==> config.mk <==
export PLATFORM = sky130hd
export DESIGN_NAME = ntt_ct_bfly_addsub
export DESIGN_NICKNAME = d
export VERILOG_FILES = /design/src/rtl/ntt_pkg.sv /design/src/rtl/mod_addsub.sv /design/src/rtl/ntt_ct_bfly_addsub.sv
export SDC_FILE = /design/constraint.sdc
export NUM_CORES = 1
export LEC_CHECK = 0
export BUFFER_PORTS_ARGS = -buffer_cell sky130_fd_sc_hd__buf_4
export CAP_MARGIN = 40
export CORE_AREA = 5 5 102 104
export DETAILED_ROUTE_END_ITERATION = 8
export DIE_AREA = 0 0 107 109
export PLACE_DENSITY = 0.72
export SLEW_MARGIN = 10
export SYNTH_ARGS = -nofsm -noshare
export SYNTH_HDL_FRONTEND = slang
export SYNTH_SLANG_ARGS = --single-unit
==> constraint.sdc <==
create_clock -name i_clk -period 3.7 [get_ports i_clk]
set_clock_uncertainty 0.05 [all_clocks]
set_input_delay 0.185 -clock i_clk [delete_from_list [all_inputs] [get_ports i_clk]]
set_output_delay 0.185 -clock i_clk [all_outputs]
set_load 0.03 [all_outputs]
==> src/rtl/ntt_pkg.sv <==
// Shared NTT constants and types, used by plantard_mm, the NTT controller and the butterfly stages.
package ntt_pkg;

    localparam int unsigned Q       = 3329;
    localparam int unsigned W       = 12;
    localparam int unsigned MUL_LAT = 3;
    localparam int unsigned N_BFLY  = 128;
    localparam int unsigned N_STAGE = 7;

    localparam int unsigned BCNT_W = (N_BFLY > 1) ? $clog2(N_BFLY) : 1;
    localparam int unsigned SCNT_W = (N_STAGE > 1) ? $clog2(N_STAGE) : 1;

    typedef logic [W-1:0] coef_t;

    // One alignment-line slot: the upper coefficient and whether it is live.
    typedef struct packed {
        logic  vld;
        coef_t coef;
    } line_ent_t;

endpackage

==> src/rtl/mod_addsub.sv <==
// Combinational modular add/subtract: u = (a+p) mod Q, v = (a-p) mod Q for a, p in 0..Q-1.
module mod_addsub
    import ntt_pkg::*;
(
    input  logic [W-1:0] i_a,
    input  logic [W-1:0] i_p,
    output logic [W-1:0] o_u,
    output logic [W-1:0] o_v
);

    localparam logic [W:0] QExt = (W+1)'(Q);

    logic [W:0] w_sum;
    logic [W:0] w_dif;

    // One conditional correction suffices because both operands are already reduced.
    always_comb begin
        w_sum = {1'b0, i_a} + {1'b0, i_p};
        w_dif = {1'b0, i_a} - {1'b0, i_p};
        o_u   = (w_sum >= QExt) ? W'(w_sum - QExt) : w_sum[W-1:0];
        // Top bit of the difference is the borrow, i.e. a < p.
        o_v   = w_dif[W] ? W'(w_dif + QExt) : w_dif[W-1:0];
    end

endmodule

==> src/rtl/ntt_ct_bfly_addsub.sv <==
// Cooley-Tukey butterfly completion: aligns a with the Plantard product, emits (a+p, a-p) mod Q,
// and counts butterflies to flag end-of-stage and end-of-transform.
module ntt_ct_bfly_addsub
    import ntt_pkg::*;
(
    input  logic         i_clk,
    input  logic         i_rst_n,
    input  logic         i_clr,
    input  logic         i_a_valid,
    input  logic [W-1:0] i_a_in,
    input  logic         i_p_valid,
    input  logic [W-1:0] i_p_in,
    output logic         o_out_valid,
    output logic [W-1:0] o_u_out,
    output logic [W-1:0] o_v_out,
    output logic         o_stage_done,
    output logic         o_ntt_done,
    output logic         o_align_err
);

    line_ent_t           r_line [MUL_LAT];
    logic [BCNT_W-1:0]   r_bfly_cnt;
    logic [SCNT_W-1:0]   r_stage_cnt;

    line_ent_t           w_tail;
    logic                w_hit;
    logic                w_mis;
    logic                w_last_bfly;
    logic                w_last_stage;
    logic [W-1:0]        w_u;
    logic [W-1:0]        w_v;

    mod_addsub u_mod_addsub (
        .i_a (w_tail.coef),
        .i_p (i_p_in),
        .o_u (w_u),
        .o_v (w_v)
    );

    // Beat decode: the line tail is the a that entered alongside the b producing this p.
    always_comb begin
        w_tail       = r_line[MUL_LAT-1];
        w_hit        = w_tail.vld & i_p_valid;
        w_mis        = w_tail.vld ^ i_p_valid;
        w_last_bfly  = (r_bfly_cnt == BCNT_W'(N_BFLY - 1));
        w_last_stage = (r_stage_cnt == SCNT_W'(N_STAGE - 1));
    end

    // Alignment shift register, advancing every cycle; clr flushes it to invalid.
    always_ff @(posedge i_clk or negedge i_rst_n) begin
        if (!i_rst_n) begin
            for (int i = 0; i < int'(MUL_LAT); i++) begin
                r_line[i] <= '0;
            end
        end else if (i_clr) begin
            for (int i = 0; i < int'(MUL_LAT); i++) begin
                r_line[i] <= '0;
            end
        end else begin
            r_line[0] <= '{vld: i_a_valid, coef: i_a_in};
            for (int i = 1; i < int'(MUL_LAT); i++) begin
                r_line[i] <= r_line[i-1];
            end
        end
    end

    // Output register: data only updates on an emitted beat, so u/v hold across idle cycles.
    always_ff @(posedge i_clk or negedge i_rst_n) begin
        if (!i_rst_n) begin
            o_out_valid  <= 1'b0;
            o_u_out      <= '0;
            o_v_out      <= '0;
            o_stage_done <= 1'b0;
            o_ntt_done   <= 1'b0;
        end else if (i_clr) begin
            o_out_valid  <= 1'b0;
            o_stage_done <= 1'b0;
            o_ntt_done   <= 1'b0;
        end else begin
            o_out_valid  <= w_hit;
            o_stage_done <= w_hit & w_last_bfly;
            o_ntt_done   <= w_hit & w_last_bfly & w_last_stage;
            if (w_hit) begin
                o_u_out <= w_u;
                o_v_out <= w_v;
            end
        end
    end

    // Butterfly and stage counters; only emitted beats advance them.
    always_ff @(posedge i_clk or negedge i_rst_n) begin
        if (!i_rst_n) begin
            r_bfly_cnt  <= '0;
            r_stage_cnt <= '0;
        end else if (i_clr) begin
            r_bfly_cnt  <= '0;
            r_stage_cnt <= '0;
        end else if (w_hit) begin
            if (w_last_bfly) begin
                r_bfly_cnt  <= '0;
                r_stage_cnt <= w_last_stage ? '0 : r_stage_cnt + SCNT_W'(1);
            end else begin
                r_bfly_cnt  <= r_bfly_cnt + BCNT_W'(1);
            end
        end
    end

    // Sticky alignment error; survives clr so the controller can still see it.
    always_ff @(posedge i_clk or negedge i_rst_n) begin
        if (!i_rst_n) begin
            o_align_err <= 1'b0;
        end else if (w_mis) begin
            o_align_err <= 1'b1;
        end
    end

endmodule

## Word level (Yosys, flattened, before mapping)

Index checks and enable logic that the tools add are counted.

- Add/subtract/negate cells: 6
- Magnitude comparators: 1
- Equality and inequality tests: 2
- Multiplexer cells: 13
- Bitwise logic cells: 5
- Reductions and logical operators: 4

Operator list:

| kind | count |
|---|---|
| 39-bit two-way mux | 1 |
| 12-bit two-way mux | 2 |
| 7-bit two-way mux | 3 |
| 12-bit by 12-bit adder with 13-bit output | 1 |
| 13-bit by 12-bit >= comparator with 1-bit output (second input constant) | 1 |
| 12-bit by 12-bit subtractor with 13-bit output | 1 |
| 12-bit adder (second input constant) | 1 |
| 3-bit two-way mux | 4 |
| 12-bit subtractor (second input constant) | 1 |
| 7-bit by 1-bit adder with 7-bit output (second input constant) | 1 |
| 7-bit == test (second input constant) | 1 |
| 2-bit AND reduction | 2 |
| 2-bit nonzero test | 2 |
| 3-bit by 1-bit adder with 3-bit output (second input constant) | 1 |
| 1-bit bitwise AND | 3 |
| 3-bit == test (second input constant) | 1 |
| 1-bit two-way mux | 3 |
| 1-bit NOT | 1 |
| 1-bit bitwise XOR | 1 |

- Register bits after elaboration: 77
- Input port bits: 29
- Output and inout bits: 28
- Word-level logic and storage cells: 45

## Depth between registers and ports, before layout

- Depth in word-level cells: 5
- Gate-level depth with buffers: 13

## Modules after synthesis

From an unflattened synthesis, not the netlist that was laid out.

- Cells, all modules: 470
- Area total of the unflattened synthesis: 4714.5 µm²

Modules (own cells, without submodules):

| module | times used | cells each | area each (µm²) |
|---|---|---|---|
| ntt_ct_bfly_addsub | 1 | 193 | 2775.2 |
| mod_addsub | 1 | 277 | 1939.4 |

## Worst setup path after synthesis

OpenSTA, ideal clock, no wires.

- Path type: register -> register
- Start point: reg r_line[0] (netlist bit)
- End point: reg o_u_out[5]
- Library setup time: 92 ps
- Arrival time: 2787 ps
- Data required time: 3558 ps
- Setup slack: 771 ps
- Stages on the path, launching flop included: 11
- Buffers on the path: 0
- Cell sequence: dfrtp_1 ha_1 fa_1 nand2b_1 nand2_1 nand3_1 or4_4 o41ai_4 nand3_4 and4_4 o31ai_2

- Cells in the longest elaborated chain, start to end: 3
- Elaborated cells on any way between the ends: 4

Ends and longest elaborated chain:

| item | line | source |
|---|---|---|
| start, declared | ntt_ct_bfly_addsub.sv:21 | `line_ent_t r_line [MUL_LAT];` |
| start signal, assigned by index | ntt_ct_bfly_addsub.sv:62 | `r_line[i] <= r_line[i-1];` |
| 12-bit by 12-bit adder with 13-bit output (*) | mod_addsub.sv:18 | `w_sum = {1'b0, i_a} + {1'b0, i_p};` |
| 12-bit subtractor / 13-bit by 12-bit >= comparator with 1-bit output (equally long branches) | mod_addsub.sv:20 | `o_u = (w_sum >= QExt) ? W'(w_sum - QExt) : w_sum[W-1:0];` |
| 12-bit two-way mux (*) | mod_addsub.sv:20 |  |
| end signal, assigned | ntt_ct_bfly_addsub.sv:84 | `o_u_out <= w_u;` |
| end, declared | ntt_ct_bfly_addsub.sv:14 | `output logic [W-1:0] o_u_out,` |

Mark *: on every way between the ends. The rest lies on a longest branch, timed or not.
A chain may end at the register's enable or synchronous reset.

## Final worst setup path

- Start point: reg r_line[0] (netlist bit)
- End point: reg o_u_out[2]

Same word-level chain as after synthesis.

==> flow_metrics.env <==
export IMPL_synth_compound_area_share_pct=17.4
export IMPL_ys_ff_latch=77
export IMPL_dieHeight_um=109
export IMPL_cts_resized=0
export IMPL_vias=3759
export IMPL_post_drt_wl_per_cell_um=15.0
export IMPL_grt_max_degree=52
export IMPL_layout_common_cells="77 x dfrtp_1, 57 x buf_4, 46 x nor2b_1, 43 x nand2_1, 29 x ha_1"
export IMPL_synth_area_um2=4790
export IMPL_cp_slowest_cell="fa_1"
export IMPL_seqPwrFrac_pct=43.5
export IMPL_crit_end="o_u_out[2]$_DFFE_PN0P_"
export IMPL_antenna_left=0
export IMPL_hp_class="in -> reg"
export IMPL_rrSetupSlack_ns=0.46
export IMPL_place_hpwl_mm=7.49
export IMPL_min_period_ns=3.24
export IMPL_path_max_fanout=11
export IMPL_drive_gt1_share_pct=18.7
export IMPL_synth_cells=496
export IMPL_rsz0062_at_grt="no"
export IMPL_antennaDiodeCount=0
export IMPL_critical_path_startpoint="r_line[0]$_DFF_PN0_"
export IMPL_final_common_cell="dfrtp_1"
export IMPL_critPathCaptureType="flop"
export IMPL_stdcell_count=669
export IMPL_hold_viol=0
export IMPL_crit_path_max_incr_delay_ns=0.45
export IMPL_synth_top_family_by_area="simple AND/OR/NAND/NOR gates"
export IMPL_drtIter0Drc=145
export IMPL_relSlewSlack_pct=62.3
export IMPL_cp_data_arrival_time_ns=3.43
export IMPL_worst_pin_slew_ns=0.565
export IMPL_setup_viol=0
export IMPL_clock_path_buffers=2
export IMPL_synthAdderAreaFrac_pct=8.41
export IMPL_crit_path_cell_trace="ha_1 > fa_1 > nor2b_1 > o211ai_1 > and3_1 > mux2i_1 > o2111ai_1 > o21ai_2 > a311oi_1 > a211o_1"
export IMPL_synth_mux_area_share_pct=1.75
export IMPL_timing_final_crit_share_pct=87.7
export IMPL_drv_slew=0
export IMPL_p_sw_share_pct=33.9
export IMPL_switchingPower_uw=746
export IMPL_power_internal_mw=1.45
export IMPL_r2r_cells=10
export IMPL_start_kind="flop"
export IMPL_reg2reg_from="r_line[0]$_DFF_PN0_"
export IMPL_worstSetupPathType="reg -> reg"
export IMPL_yosys_cell_types_count=74
export IMPL_area_growth_pct=16.0
export IMPL_outcome="finished clean"
export IMPL_placed_area_um2=5280
export IMPL_finalInstanceArea_um2=5560
export IMPL_clock_latency_ns=0.35
export IMPL_ys_warn_count=0
export IMPL_pwr_density_cell_nw_per_um2=396
export IMPL_die_x_um=107
export IMPL_timing_rr_end="o_u_out[2]$_DFFE_PN0P_"
export IMPL_cts_sinks=77
export IMPL_wirelength_mm=10.0
export IMPL_max_freq_mhz=308
export IMPL_grt_overflow=0
export IMPL_cts_tree="built"
export IMPL_p_comb_share_pct=28.3
export IMPL_htree_levels=3
export IMPL_cp_required_ns=3.89
export IMPL_dp_cells=645
export IMPL_num_nets_final=610
export IMPL_synth_edf_count=0
export IMPL_drc=0
export IMPL_start_util_pct=50.6
export IMPL_post_route_util_pct=58.7
export IMPL_max_cap_violations=0
export IMPL_root_buffer="clkbuf_8"
export IMPL_viasPerCell=5.62
export IMPL_clkPwrFrac_pct=28.2
export IMPL_cts_made_buffers=9
export IMPL_path_buf_inv=0
export IMPL_antenna_found_initial=0
export IMPL_clk_pin_slew_ns=0.08
export IMPL_core_area_um2=9460
export IMPL_ys_flop_type="dfrtp_1"
export IMPL_ir_drop_v=0.000262
export IMPL_num_rows=36
export IMPL_dr_pass1_iters=4
export IMPL_cp_depth=10
export IMPL_synth_simple_area_share_pct=22.2
export IMPL_nFillCells=848
export IMPL_syn_num_nets=556
export IMPL_power_leakage_nw=2.55
export IMPL_synth_avg_cell_area_um2=9.66
export IMPL_grt_pass1_wl_mm=17.0
export IMPL_die_area_um2=11700
export IMPL_grt_use_total_pct=18.1
export IMPL_synth_xor_area_share_pct=5.85
export IMPL_setup_tns_ns=0
export IMPL_place_gp_congestion=0.848
export IMPL_synthArstFlopShare_pct=100
export IMPL_portBuffers=56
export IMPL_ys_seq_area_share_pct=40.2
export IMPL_ios=57
export IMPL_grt_pass1_vias=3728
export IMPL_cp_top_family="compound AO/OA/AOI/OAI gates"
==> power by group through the flow <==
| stage | combinational [mW] | clock (mW) | sequential [mW] |
|---|---|---|---|
| floorplan | 0.291 | 0 | 1.09 |
| global placement | 0.606 | 0 | 0.971 |
| detailed placement | 0.619 | 0 | 0.976 |
| CTS | 0.627 | 0.643 | 0.959 |
| global route | 0.678 | 0.681 | 0.967 |
| finish | 0.622 | 0.620 | 0.957 |
==> sequential cells by signal, summed over array words and instances (netlist names) <==
| register | flops |
|---|---|
| o_align_err | 1 |
| o_ntt_done | 1 |
| o_out_valid | 1 |
| o_stage_done | 1 |
| o_u_out | 12 |
| o_v_out | 12 |
| r_bfly_cnt | 7 |
| r_line | 39 |
| r_stage_cnt | 3 |
==> per-stage QoR <==
stage	power, mW	setup WS [ns]	hold WS, ns
detailed placement	1.59	0.514	0.105
global route	2.33	0.227	0.000209
CTS	2.23	0.475	0.00179
finish	2.20	0.456	0.00615
global placement	1.58	0.567	0.336
floorplan	1.38	0.771	-0.161
==> how the worst min path moves through the flow <==
stage | end | slack (ns) | start | cells past startpoint
after floorplan | o_align_err$_DFFE_PN0P_ | -0.16 | i_rst_n | 0
after global placement | o_v_out[2]$_DFFE_PN0P_ | 0.34 | i_rst_n | 1
after detailed placement | o_v_out[2]$_DFFE_PN0P_ | 0.10 | i_rst_n | 1
after CTS | r_line[38]$_DFF_PN0_ | 0.002 | i_a_valid | 2
after global routing | r_line[26]$_DFF_PN0_ | 0.0002 | i_a_in[0] | 2
final | r_line[32]$_DFF_PN0_ | 0.006 | i_a_in[6] | 2
==> Yosys cell counts (11+ instances only) <==
library cell / n / area, µm²
a21oi_1: 20 / 100
a31oi_1: 11 / 68.8
nand2_1: 43 / 161
nor2b_1: 46 / 288
clkbuf_1: 13 / 48.8
dfrtp_1: 77 / 1930
nor2_1: 23 / 86.3
xor2_1: 14 / 123
o21ai_0: 25 / 125
ha_1: 29 / 363
xnor2_1: 18 / 158
nand3_1: 12 / 60.1
inv_1: 24 / 90.1
==> routing by layer <==
| metal | global-route usage [%] | routed length (µm) |
|---|---|---|
| met1 | 23.4 | 4540 |
| met2 | 30.8 | 5000 |
| met3 | 4.38 | 384 |
| met4 | 4.75 | 88 |
| met5 | 0 | 0 |
==> worst reg2reg max path, delay by kind of cell, from the launching register on <==
family / cells / cell delay [ns]
adder cells (fa/ha/maj): 2 / 0.66
AND/OR/NAND/NOR: 2 / 0.42
multiplexers: 1 / 0.23
AO/OA/AOI/OAI: 5 / 1.39
flip-flops: 1 / 0.39
==> cell type report <==
| type | count | area, µm² | area share (%) |
|---|---|---|---|
| clock inverter | 5 | 42.5 | 0.766 |
| tap | 114 | 143 | 2.57 |
| clock buffer | 11 | 151 | 2.73 |
| timing repair buffer | 66 | 536 | 9.64 |
| multi-input combinational | 371 | 2660 | 47.9 |
| inverter | 25 | 93.8 | 1.69 |
| sequential | 77 | 1930 | 34.7 |
==> kinds of logic (layout without fill, tap and decap cells) <==
logic type,Yosys count,after routing
AND/OR/NAND/NOR,188,188
AO/OA/AOI/OAI,112,112
flip-flops,77,77
buffers and inverters,48,107
XOR/XNOR,32,32
adder cells (fa/ha/maj),31,31
multiplexers,8,8
==> what timing repair did <==
action / in CTS / in global routing
hold endpoints to repair: 37 / 0
buffers inserted: 0 / 0
hold buffers: 8 / 0
Power figures use the tool's default switching activity.
